===== config.mk =====
export PLATFORM = sky130hd
export DESIGN_NAME = pulse_arbiter
export DESIGN_NICKNAME = d
export VERILOG_FILES = /design/src/rtl/pulse_arbiter.sv
export SDC_FILE = /design/constraint.sdc
export NUM_CORES = 1
export LEC_CHECK = 0
export ABC_AREA = 1
export CELL_PAD_IN_SITES_DETAIL_PLACEMENT = 0
export CELL_PAD_IN_SITES_GLOBAL_PLACEMENT = 1
export CORE_MARGIN = 5
export CORE_UTILIZATION = 42
export CTS_CLUSTER_DIAMETER = 100
export CTS_CLUSTER_SIZE = 10
export DETAILED_ROUTE_END_ITERATION = 10
export PLACE_DENSITY_LB_ADDON = 0.1
export SYNTH_ARGS = -nofsm -noshare
export SYNTH_HDL_FRONTEND = slang
export SYNTH_SLANG_ARGS = --single-unit

===== constraint.sdc =====
create_clock -name clk -period 2.2 [get_ports clk]
set_input_delay 0.22 -clock clk [delete_from_list [all_inputs] [get_ports clk]]
set_output_delay 0.22 -clock clk [all_outputs]
set_load 0.02 [all_outputs]

===== src/rtl/pulse_arbiter.sv =====
// Round-robin arbiter that turns rising edges on req into one-shot service
// requests for a single shared resource, with a done handshake and a watchdog.
module pulse_arbiter #(
  parameter int N       = 4,
  parameter int TIMEOUT = 200
) (
  input  logic                 clk,
  input  logic                 rst,
  input  logic [N-1:0]         req,
  input  logic                 done,
  output logic [N-1:0]         grant,
  output logic [$clog2(N)-1:0] grant_id,
  output logic                 start,
  output logic [N-1:0]         pending,
  output logic                 timeout_err
);

  localparam int IW = $clog2(N);

  typedef enum logic [1:0] {
    IDLE    = 2'd0,
    START   = 2'd1,
    WAIT    = 2'd2,
    RELEASE = 2'd3
  } state_t;

  state_t        state, state_n;
  logic [N-1:0]  req_q;
  logic [N-1:0]  evt;
  logic [N-1:0]  clr;
  logic [N-1:0]  grant_n, pending_n;
  logic [IW-1:0] grant_id_n;
  logic [IW-1:0] last_id, last_n;
  logic [IW-1:0] pick;
  logic [7:0]    counter, count_n;
  logic          terr_n;
  logic          found;

  assign evt = req & ~req_q;

  // Search upward from the requester after the last one served, wrapping.
  always_comb begin
    pick  = '0;
    found = 1'b0;
    for (int k = 1; k <= N; k++) begin
      int idx;
      idx = (int'(last_id) + k) % N;
      if (!found && pending[IW'(idx)]) begin
        found = 1'b1;
        pick  = IW'(idx);
      end
    end
  end

  always_comb begin
    state_n    = state;
    grant_n    = grant;
    grant_id_n = grant_id;
    count_n    = counter;
    terr_n     = timeout_err;
    last_n     = last_id;
    clr        = '0;
    start      = 1'b0;
    case (state)
      IDLE: begin
        if (|pending) begin
          grant_n       = '0;
          grant_n[pick] = 1'b1;
          grant_id_n    = pick;
          state_n       = START;
        end
      end
      START: begin
        start   = 1'b1;
        clr     = grant;
        count_n = 8'd0;
        state_n = WAIT;
      end
      WAIT: begin
        // done has priority over the watchdog expiring in the same cycle
        if (done) begin
          grant_n = '0;
          state_n = RELEASE;
        end else if (counter == 8'(TIMEOUT - 1)) begin
          terr_n  = 1'b1;
          grant_n = '0;
          state_n = RELEASE;
        end else begin
          count_n = counter + 8'd1;
        end
      end
      RELEASE: begin
        grant_n = '0;
        last_n  = grant_id;
        state_n = IDLE;
      end
      default: state_n = IDLE;
    endcase
    // A new edge on the bit being cleared keeps it pending.
    pending_n = (pending & ~clr) | evt;
  end

  // req_q resets high so a request held through reset is not seen as an edge.
  always_ff @(posedge clk) begin
    if (rst) begin
      state       <= IDLE;
      req_q       <= '1;
      grant       <= '0;
      grant_id    <= '0;
      pending     <= '0;
      counter     <= 8'd0;
      timeout_err <= 1'b0;
      last_id     <= IW'(N - 1);
    end else begin
      state       <= state_n;
      req_q       <= req;
      grant       <= grant_n;
      grant_id    <= grant_id_n;
      pending     <= pending_n;
      counter     <= count_n;
      timeout_err <= terr_n;
      last_id     <= last_n;
    end
  end

endmodule


# Word-level counts from Yosys, hierarchy flattened
# Index checks and enable logic that the tools add are counted.
totals:
  wordCells: 83
  input_bits: 7
  regBits: 27
classes:
  eq_ne: 8
  n_addsub: 5
  n_mux: 34
  order_cmp: 6
  n_reduce_logical: 16
  n_bitwise: 6
op_table:
  columns: ["cell", "n"]
  rows:
  - ["$lt A2 B4 Y1 const B", 4]
  - ["$mux W4", 4]
  - ["$mux W8", 2]
  - ["$pmux W8 S2", 1]
  - ["$mux W2", 7]
  - ["$mux W1", 13]
  - ["$pmux W4 S3", 1]
  - ["$reduce_and A3 Y1", 3]
  - ["$add A8 B1 Y8 const B", 1]
  - ["$and A4 B4 Y4", 2]
  - ["$bmux W1 S2", 4]
  - ["$eq A8 B8 Y1 const B", 1]
  - ["$not A4 Y4", 2]
  - ["$pmux W2 S4", 1]
  - ["$ne A2 B2 Y1 const B", 3]
  - ["$add A2 B1 Y2 const B", 2]
  - ["$add A2 B2 Y2 const B", 2]
  - ["$eq A2 B2 Y1 const B", 2]
  - ["$logic_and A1 B1 Y1", 4]
  - ["$or A4 B4 Y4", 1]
  - ["$reduce_and A2 Y1", 2]
  - ["$reduce_or A4 Y1", 1]
  - ["$logic_not A1 Y1", 3]
  - ["$lt A2 B3 Y1 const B", 1]
  - ["8 further kinds", 8]

# Logic depth before layout (Yosys ltp)
# Gate-level depths: netlist (run 1).
depth:
  word_depth: 20
  depth_mapped: 13
  ltp_nobuf: 12

# Worst setup path before layout (run 1)
# No wires, ideal clock.
synth_timing:
  path_kind: "register to register"
  from: "register state[1]"
  to: "register counter[6]"
  path_stages_with_launch: 10
  slack_ns: 0.746
  n_path_buf: 0
  setup_time_ns: 0.119
  t_arrival_ns: 1.335
  required_ns: 2.081
  cell_sequence: "dfxtp_1 inv_1 ha_1 nand2_1 nand2_2 nand2_1 inv_2 nand2_1 o21ai_0 a21oi_1"
synth_between:
  elab_chain_len: 3
  word_cells_on_any_way: 7
synth_rtl:
  columns: ["element", "line", "source"]
  rows:
  - ["from (decl)", "27", "state_t state, state_n;"]
  - ["from (signal assigned)", "115", "state <= state_n;"]
  - ["$eq A2 B2 Y1 / $eq A2 B1 Y1 (equally long branches)", "64", "case (state)"]
  - ["$ne A2 B2 Y1 (no source line) / $reduce_bool A2 Y1 (equally long branches)", null, null]
  - ["$reduce_and A3 Y1 (no source line)", null, null]
  - ["to (signal assigned)", "120", "counter <= count_n;"]
  - ["to (decl)", "35", "logic [7:0] counter, count_n;"]
# Parallel ways exist; a longest one is shown, timed or not.
# A chain may end at the register's enable or synchronous reset.

# Worst setup path after layout (run 1)
layout_timing:
  from: "register state[1]"
  to: "output start"
layout_between:
  elab_chain_len: 2
layout_rtl:
  columns: ["element", "line", "source"]
  rows:
  - ["$eq A2 B1 Y1", "64", null]
  - ["$mux W1", "64", null]
  - ["to (decl)", "13", "output logic start,"]
# No other way between the ends.

==> results.ini, run 1 <==
[placement]
dp_hpwl_um=2420
detailed_place.area_um2=1670
place_congestion=0.770
placement_setup_slack_ns=0.555
place.port_buffers=18

[layout]
area_delta_synth_final_pct=17.2
multi_input_area_um2=782
most-common-layout-cells=nand2_1 (45), dfxtp_1 (27), inv_1 (23)
final_nets=235
final.fill_count=341
share_of_final_layout_standard_cells_stronger_than_drive_strength_1=0.145
mostFrequentLayoutCell=nand2_1
final_cell_area_um2=1700
area.sequential_um2=541
antenna_cells_inserted=0

[clock_network]
cts_tree=done
worstSkewPairLatency_ns=0.33
cts_resized=0
post_cts_buffers=0
htree_levels=1
cts.hold.buffers_added=0
sinks_on_clock_net=27
worst_setup_hold_path_clk_slew_ns=0.15
clock_path_buffers=2
numCtsBuffers=3
clk_root_buffer_cell=clkbuf_4

[sta]
timing.clock.skew_ns=0.00250
final-hold-violation-count=0
unrepaired_setup_endpoints_after_global_routing=no
timing.fmax_mhz=496
postLayoutSetupSlackWorst_ns=0.182
worst_slew_pin_slew_ns=0.416
period_minus_slack_ns=2.02
period_share=0.917
setup_violators_final=0
setup_tns_ns=0
timing.final.max_slew_violations=0
fin_hold_ws_ns=0.408
maxSlewHeadroom=0.722

[floorplan]
design.die.area_um2=4730
die_width_um=68.8
total_number_of_placement_rows=21
design.core.area_um2=3340
start_util=0.435
design.portCount=19
die_y_um=68.8

[route]
detail_route.drc_violations=0
first_iter_violations=34
routed-via-count=1272
viasPerCell=4.76
route.antenna.remaining_nets=0
first_pass_iteration_count_of_the_detailed_router=4
route.final.wire_length_um=2980
wl_per_cell_um=11.2

[pwr]
p_comb_frac=0.418
power_frac_clock=0.160
seq_power_share=0.422
power.net_switching_uw=596
total_leakage_power_uw=0.000757
power.ir.vdd_worst_uv=457
p_per_area_nw_per_um2=853
internal-power_uw=856
power.share.switching=0.410

[yosys]
post_synth_inst_count=201
seq_area_frac_synth=0.372
postSynth.topFlopCell=dfxtp_1
ys_warns=0
yosysUniqueCellTypes=28
synth_edf_count=0
synth-seq-cells=27
syn_area_um2=1450
synth.net_count=214
async_sr_flop_fraction=0
avgSynthCellArea_um2=7.22

[setup_path]
worst_path_max_delay_cell=clkdlybuf4s50_1
critical_path_arrival_ns=1.80
critPathKind=reg -> out
worst_path_dominant_cell_family=buffers and inverters
worst_path_largest_cell_delay_ns=0.66
buffers_plus_inverters_on_the_worst_setup_path=2
worst_ep_required_time_ns=1.98
path_cells=inv_1, ha_1, clkdlybuf4s50_1
worst_setup_path_end_kind=output port
element_type_at_the_critical_path_start=flop
crit_fanout=6

[grt]
initial_antenna_violation_count=0
grt_first_pass_wirelength_um=5290
pin_count_of_the_biggest_net_entering_global_routing=18
grt_overflow=0
via_count_of_the_first_global_routing_pass=1231
grtUsageTotal=0.149

[run_status]
result_of_the_run=complete, no violations

[min_path]
worstHoldPathType=in -> reg

[run]
max-cap-violations=0

layout make-up:
class / count / area share
sequential: 27 / 0.318
timing repair buffer: 19 / 0.110
clock buffer: 3 / 0.0132
multi-input combinational: 145 / 0.460
clock inverter: 1 / 0.00515
tap: 46 / 0.0338
inverter: 26 / 0.0603
logic make-up (layout without fill, tap and decap cells):
kind of cell    Yosys count  after routing  synth area share
flops                    27             27             0.372
xor+xnor                  2              2            0.0121
buf+inv                  29             49            0.0888
fa+ha+maj                 6              6            0.0517
compound gates           30             30             0.116
simple gates            107            107             0.359
worst min-delay path, cell delays in order:
cell and delay, ns:
clkdlybuf4s50_1 0.39, inv_1 0.06, nand2_1 0.04
path summary, 6_finish.rpt:
check	from	endpoint	slack, ns	depth (start not counted)
setup / recovery	state[1]$_SDFFE_PP0P_	start	0.18	3
hold / removal	req[0]	req_q[0]$_SDFF_PP1_	0.41	3
setup reg to reg	state[0]$_SDFFE_PP0P_	counter[4]$_SDFFE_PP0P_	0.54	11
hold reg to reg	timeout_err$_SDFFE_PP0P_	timeout_err$_SDFFE_PP0P_	0.49	1
sequential cells by signal, indices dropped and copies added (netlist names):
| signal | cells |
|---|---|
| counter | 8 |
| grant | 4 |
| grant_id | 2 |
| last_id | 2 |
| pending | 4 |
| req_q | 4 |
| state | 2 |
| timeout_err | 1 |
synthesized netlist by cell type (2+ instances only):
library cell,number,area (um^2)
o21a_1,3,22.5
nand2_2,13,81.3
dfxtp_1,27,541
nor2_2,2,12.5
inv_1,23,86.3
nand4_1,7,43.8
nand2_4,2,22.5
ha_1,6,75.1
inv_2,2,7.51
nand2_1,45,169
nor3_1,4,20.0
o21ai_0,6,30.0
a21oi_1,17,85.1
nand3_1,9,45.0
nand3_2,2,20.0
or2_2,3,18.8
xor2_1,2,17.5
buf_6,2,22.5
nor2_1,17,63.8
routing by layer:
metal,global-route usage,routed length (um)
met3,0.0194,64
met1,0.184,1480
met5,0,0
met4,0.0657,36
met2,0.256,1410
per-stage QoR:
| stage | total power, uW | util | cells |
|---|---|---|---|
| floorplan | 1050 | - | 201 |
| global placement | 1220 | 0.501 | 263 |
| detailed placement | 1230 | 0.501 | 263 |
| CTS | 1470 | 0.510 | 267 |
| global route | 1570 | 0.510 | 267 |
| finish | 1450 | 0.510 | 267 |
power groups by stage:
stage | Sequential, uW | Clock, uW | Combinational (uW)
3_5_place_dp | 624 | 0 | 610
6_report | 613 | 232 | 606
2_1_floorplan | 638 | 0 | 416
3_3_place_gp | 620 | 0 | 601
4_1_cts | 613 | 244 | 613
5_1_grt | 625 | 264 | 686
Power figures use the tool's default switching activity.
==> run 2, diff against run 1 <==
--- a/config.mk
+++ b/config.mk
@@ -8,7 +8,6 @@
 export ABC_AREA = 1
 export CELL_PAD_IN_SITES_DETAIL_PLACEMENT = 0
 export CELL_PAD_IN_SITES_GLOBAL_PLACEMENT = 1
-export CORE_MARGIN = 5
 export CORE_UTILIZATION = 42
 export CTS_CLUSTER_DIAMETER = 100
 export CTS_CLUSTER_SIZE = 10
==> run 2 against run 1 <==
Net effect:
- sequential power hardly changed
- clock skew hardly changed
- non-clock buffer count stayed put
- global-route usage is 3.9 points higher
- cell count is 0.75% lower
- combinational power is 1% lower
- via count is 0.63% lower
- first-iteration DRC count is 74% higher
- critical path type unchanged
- design area is 0.37% lower
- sequential share of layout area is 0.12 points higher
- wire length is 0.44% higher
- largest cell class unchanged
- core utilization is 2.8 points higher
==> results.ini, run 2 (same netlist as run 1, synthesis figures left out) <==
[floorplan]
total_number_of_placement_rows=20  ; -4.8%
design.die.area_um2=3690  ; -22%
die_width_um=60.8  ; -12%
design.core.area_um2=3150  ; -5.5%
start_util=0.460  ; +0.0254
die_y_um=60.8  ; -12%
design.portCount=19  ; unchanged

[setup_path]
buffers_plus_inverters_on_the_worst_setup_path=2  ; unchanged
worst_path_largest_cell_delay_ns=0.66  ; about the same
element_type_at_the_critical_path_start=flop
worst_path_dominant_cell_family=buffers and inverters
worst_setup_path_end_kind=output port
worst_path_max_delay_cell=clkdlybuf4s50_1
worst_ep_required_time_ns=1.98  ; about the same
crit_fanout=6  ; unchanged
path_cells=inv_1, ha_1, clkdlybuf4s50_1
critPathKind=reg -> out
critical_path_arrival_ns=1.75  ; -0.05 ns

[route]
first_iter_violations=59  ; +74%
viasPerCell=4.77  ; +0.12%
detail_route.drc_violations=0  ; unchanged
route.final.wire_length_um=3000  ; +0.44%
routed-via-count=1264  ; -0.63%
first_pass_iteration_count_of_the_detailed_router=4  ; unchanged
route.antenna.remaining_nets=0  ; unchanged
wl_per_cell_um=11.3  ; +1.2%

[sta]
period_share=0.895  ; -0.0221
final-hold-violation-count=0  ; unchanged
period_minus_slack_ns=1.97  ; -0.0486 ns
timing.clock.skew_ns=0.00294  ; +0.000445 ns
unrepaired_setup_endpoints_after_global_routing=no
worst_slew_pin_slew_ns=0.421  ; +0.00485 ns
postLayoutSetupSlackWorst_ns=0.230  ; +0.0486 ns
timing.final.max_slew_violations=0  ; unchanged
setup_tns_ns=0  ; unchanged
timing.fmax_mhz=508  ; +2.5%
fin_hold_ws_ns=0.430  ; +0.0218 ns
setup_violators_final=0  ; unchanged
maxSlewHeadroom=0.719  ; -0.00324

[clock_network]
clock_path_buffers=2  ; unchanged
cts_tree=done
post_cts_buffers=0  ; unchanged
worst_setup_hold_path_clk_slew_ns=0.14  ; about the same
numCtsBuffers=3  ; unchanged
htree_levels=1  ; unchanged
sinks_on_clock_net=27  ; unchanged
clk_root_buffer_cell=clkbuf_4
cts.hold.buffers_added=0  ; unchanged
worstSkewPairLatency_ns=0.32  ; about the same
cts_resized=0  ; unchanged

[pwr]
power.net_switching_uw=572  ; -3.9%
power.share.switching=0.403  ; -0.00772
overall_power_after_layout_uw=1420  ; -2.1%
seq_power_share=0.430  ; +0.008
internal-power_uw=849  ; -0.82%
power.ir.vdd_worst_uv=508  ; +11%
p_per_area_nw_per_um2=838  ; -1.7%
total_leakage_power_uw=0.000756  ; about the same
power_frac_clock=0.147  ; -0.013
p_comb_frac=0.422  ; +0.004

[run]
max-cap-violations=0  ; unchanged

[layout]
largest_register_ffs=8  ; unchanged
mostFrequentLayoutCell=nand2_1
final_nets=235  ; unchanged
share_of_final_layout_standard_cells_stronger_than_drive_strength_1=0.145  ; unchanged
most-common-layout-cells=nand2_1 (45), dfxtp_1 (27), inv_1 (23)
area_delta_synth_final_pct=16.8
top_register=counter
final.fill_count=351  ; +2.9%
final_cells=265  ; -0.75%
antenna_cells_inserted=0  ; unchanged

[grt]
grt_overflow=0  ; unchanged
via_count_of_the_first_global_routing_pass=1197  ; -2.8%
initial_antenna_violation_count=0  ; unchanged
grt_first_pass_wirelength_um=5160  ; -2.5%
grtUsageTotal=0.188  ; +0.0395
pin_count_of_the_biggest_net_entering_global_routing=16  ; -2

[placement]
place_congestion=0.781  ; +1.4%
dpl_cells=261  ; -0.76%
placement_setup_slack_ns=0.550  ; -0.00450 ns
place.port_buffers=18  ; unchanged
dp_hpwl_um=2410  ; -0.60%

[min_path]
worstHoldPathType=in -> reg

[run_status]
result_of_the_run=complete, no violations

run 2: cell types whose count changed in the layout (fill, tap and decap cells not counted):
cell      change
clkinv_2      +1
inv_6         -1
run 2: area by class of cell:
class,count,area [um^2],area share
clock inverter,1,5.00,0.00295
multi-input combinational,145,782,0.461
tap,44,55.1,0.0325
clock buffer,3,22.5,0.0133
sequential,27,541,0.319
inverter,26,103,0.0605
timing repair buffer,19,188,0.111
run 2: worst paths after layout:
check | endpoint | depth (start not counted) | slack (ns) | startpoint
min reg2reg | timeout_err$_SDFFE_PP0P_ | 1 | 0.50 | timeout_err$_SDFFE_PP0P_
max reg2reg | counter[6]$_SDFFE_PP0P_ | 11 | 0.51 | state[0]$_SDFFE_PP0P_
max | start | 3 | 0.23 | state[1]$_SDFFE_PP0P_
min | req_q[1]$_SDFF_PP1_ | 3 | 0.43 | req[1]
run 2: power by group through the flow:
stage | combinational (uW) | clock [uW] | sequential [uW]
5_1_grt | 675 | 242 | 621
3_3_place_gp | 588 | 0 | 622
6_report | 600 | 209 | 612
4_1_cts | 605 | 223 | 613
2_1_floorplan | 416 | 0 | 638
3_5_place_dp | 603 | 0 | 624
run 2: worst register-to-register path, cell delays in order (launching register included):
cell     delay [ns]
dfxtp_1        0.37
inv_1          0.11
ha_1           0.20
inv_1          0.09
nor2_1         0.16
nand2_2        0.12
nand2_2        0.11
nand2_1        0.07
inv_2          0.07
nand2_1        0.07
o21ai_0        0.18
a21oi_1        0.06
run 2: per-stage QoR:
step,area (um^2),utilization
finish,1700,0.538
floorplan,1450,-
detailed placement,1670,0.529
CTS,1700,0.538
global placement,1670,0.529
global route,1700,0.538
run 2: per-layer routing:
metal / vias to the layer above / share of wire / track usage
met5: - / 0 / 0
met4: 0 / 0.0033 / 0.0292
met3: 2 / 0.029 / 0.0405
met2: 16 / 0.47 / 0.322
met1: 561 / 0.50 / 0.248
li1: 685 / - / -
==> run 3, diff against run 2 <==
--- a/config.mk
+++ b/config.mk
@@ -8,11 +8,12 @@
 export ABC_AREA = 1
 export CELL_PAD_IN_SITES_DETAIL_PLACEMENT = 0
 export CELL_PAD_IN_SITES_GLOBAL_PLACEMENT = 1
-export CORE_UTILIZATION = 42
+export CORE_UTILIZATION = 35
 export CTS_CLUSTER_DIAMETER = 100
 export CTS_CLUSTER_SIZE = 10
 export DETAILED_ROUTE_END_ITERATION = 10
 export PLACE_DENSITY_LB_ADDON = 0.1
+export REMOVE_ABC_BUFFERS = 1
 export SYNTH_ARGS = -nofsm -noshare
 export SYNTH_HDL_FRONTEND = slang
 export SYNTH_SLANG_ARGS = --single-unit
==> constraint.sdc (replaced) <==
create_clock -name clk -period 1.8 [get_ports clk]
set_input_delay 0.18 -clock clk [delete_from_list [all_inputs] [get_ports clk]]
set_output_delay 0.18 -clock clk [all_outputs]
set_load 0.02 [all_outputs]
==> run 3 against run 2 <==
Net effect:
- non-clock buffer count increased by 1
- clock skew increased by 0.0040 ns
- global-route usage fell by 2.3 points
- cell count rose by 2.6%
- hold slack improved by 0.019 ns
- combinational power increased by 23%
- setup slack got worse by 0.054 ns
- core utilization fell by 10 points
- total power rose by 30%
- sequential cell count unchanged
- highest routed layer unchanged
==> results.ini, run 3 (same netlist as run 1, synthesis figures left out) <==
[grt]
pin_count_of_the_biggest_net_entering_global_routing=17  ; +1
grt_first_pass_wirelength_um=5510  ; +6.7%
grt_overflow=0  ; unchanged
initial_antenna_violation_count=0  ; unchanged
grtUsageTotal=0.165  ; -0.0229
via_count_of_the_first_global_routing_pass=1243  ; +3.8%

[placement]
place.port_buffers=18  ; unchanged
dp_hpwl_um=2510  ; +4.1%
place_congestion=0.786  ; +0.72%

[layout]
area.sequential_um2=541  ; unchanged
share_of_final_layout_standard_cells_stronger_than_drive_strength_1=0.158  ; +0.0129
final_util=0.434  ; -0.104
largest_register_ffs=8  ; unchanged
mostFrequentLayoutCell=nand2_1
top_register=counter
multi_input_area_um2=787  ; +0.64%
most-common-layout-cells=nand2_1 (45), dfxtp_1 (27), inv_1 (23)
final.fill_count=415  ; +18%
final_nets=236  ; +0.43%
antenna_cells_inserted=0  ; unchanged
area_delta_synth_final_pct=19.6

[sta]
unrepaired_setup_endpoints_after_global_routing=no
setup_tns_ns=0  ; unchanged
timing.clock.skew_ns=0.00691  ; +0.00397 ns
timing.final.max_slew_violations=0  ; unchanged
worst_slew_pin_slew_ns=0.406  ; -0.0153 ns
final-hold-violation-count=0  ; unchanged
period_minus_slack_ns=1.62
setup_violators_final=0  ; unchanged
period_share=0.902
maxSlewHeadroom=0.729  ; +0.0102
timing.fmax_mhz=616

[run_status]
result_of_the_run=complete, no violations

[route]
route.final.wire_length_um=3120  ; +4.1%
wl_per_cell_um=11.5  ; +1.4%
first_iter_violations=49  ; -17%
viasPerCell=4.73  ; -0.88%
routed-via-count=1286  ; +1.7%
detail_route.drc_violations=0  ; unchanged
route.antenna.remaining_nets=0  ; unchanged
first_pass_iteration_count_of_the_detailed_router=4  ; unchanged

[setup_path]
crit_fanout=5  ; -1
path_cells=inv_1, ha_1, inv_1, nor2_2, nand2_2, nand2_2, nor2_4, nand3_1, nor2_1, nor2_1, nor2_1
crit_start=state[0]$_SDFFE_PP0P_
ff2ff_setup_slack_ns=0.18  ; -0.33 ns
critical_path_arrival_ns=1.84  ; +0.09 ns
worst_path_largest_cell_delay_ns=0.40  ; -0.26 ns
crit_top_cell=nor2_1
r2r-start=state[0]$_SDFFE_PP0P_
critPathKind=reg -> reg
worst_setup_path_end_kind=flop
worst_ep_required_time_ns=2.02  ; +0.04 ns
worst_path_max_delay_cell=dfxtp_1
element_type_at_the_critical_path_start=flop

[clock_network]
worst_setup_hold_path_clk_slew_ns=0.10  ; -0.04 ns
htree_levels=1  ; unchanged
cts_tree=done
numCtsBuffers=3  ; unchanged
sinks_on_clock_net=27  ; unchanged
clk_root_buffer_cell=clkbuf_8
worstSkewPairLatency_ns=0.28  ; -0.04 ns
clock_path_buffers=2  ; unchanged

[pwr]
power.ir.vdd_worst_uv=462  ; -9.0%
total_leakage_power_uw=0.000767  ; +1.4%
p_per_area_nw_per_um2=1060  ; +27%
power.net_switching_uw=730  ; +28%
p_comb_frac=0.401  ; -0.021
power.share.switching=0.397  ; -0.00584
internal-power_uw=1110  ; +31%
overall_power_after_layout_uw=1840  ; +30%
seq_power_share=0.408  ; -0.022
power_frac_clock=0.191  ; +0.044

[run]
max-cap-violations=0  ; unchanged

[floorplan]
die_width_um=66.4  ; +9.2%
die_y_um=66.4  ; +9.2%
start_util=0.363  ; -0.0975
total_number_of_placement_rows=23  ; +15%
design.die.area_um2=4410  ; +19%
design.portCount=19  ; unchanged
design.core.area_um2=4000  ; +27%

[min_path]
hold_path_startpoint=req[3]
worstHoldPathType=in -> reg

run 3: cell count changes in the layout (fill, tap and decap cells not counted):
cell and change:
clkinv_2 -1, clkdlybuf4s50_1 -1, clkbuf_8 +3, o21ai_1 +1, ha_2 +1, clkbuf_4 -3, nor2_2 +1, ha_1 -1
o21ai_0 -1, clkinvlp_4 +1, buf_4 +1, nor2_1 -1, dlygate4sd2_1 +1
run 3: power by group through the flow:
stage / clock [uW] / combinational [uW] / sequential, uW
after floorplan: 0 / 484 / 790
after global placement: 0 / 737 / 759
after detailed placement: 0 / 741 / 763
after CTS: 371 / 741 / 750
after global routing: 399 / 836 / 762
final: 352 / 738 / 750
run 3: path summary, 6_finish.rpt:
kind / to / depth (start not counted)
hold / removal: req_q[3]$_SDFF_PP1_ / 3
hold reg to reg: timeout_err$_SDFFE_PP0P_ / 1
setup reg to reg: grant[0]$_SDFFE_PP0P_ / 11
setup / recovery: grant[0]$_SDFFE_PP0P_ / 11
run 3: area by class of cell:
cell class                 count  share of cell area
clock buffer                   3              0.0238
inverter                      26              0.0591
tap                           50              0.0360
multi-input combinational    145               0.453
sequential                    27               0.311
timing repair buffer          20               0.112
clock inverter                 1             0.00433
run 3: critical path: cells and delay by family (launching register included):
kind          cells  cell delay, ns
buf+inv           2            0.23
flops             1            0.40
simple gates      8            0.69
fa+ha+maj         1            0.23
run 3: timing repair:
action / in CTS / in global routing
hold buffers: 0 / 0
resized for setup: 2 / 2
setup endpoints to repair: 1 / 2
buffers inserted: 0 / 0
run 3: per-stage QoR:
step | worst slack, ns | hold WS, ns | cell area (um^2) | std cells
final | 0.177 | 0.449 | 1740 | 272
after global routing | 0.0309 | 0.457 | 1740 | 272
after CTS | 0.159 | 0.442 | 1730 | 272
after detailed placement | 0.164 | 0.464 | 1680 | 268
after global placement | 0.237 | 0.452 | 1680 | 268
after floorplan | 0.346 | 0.249 | 1430 | 198
run 3: per-layer routing:
layer,vias to the layer above,wire (um),GRT usage
met3,2,42,0.0155
li1,691,-,-
met2,10,1630,0.302
met4,0,25,0.0638
met5,-,0,0
met1,583,1420,0.196
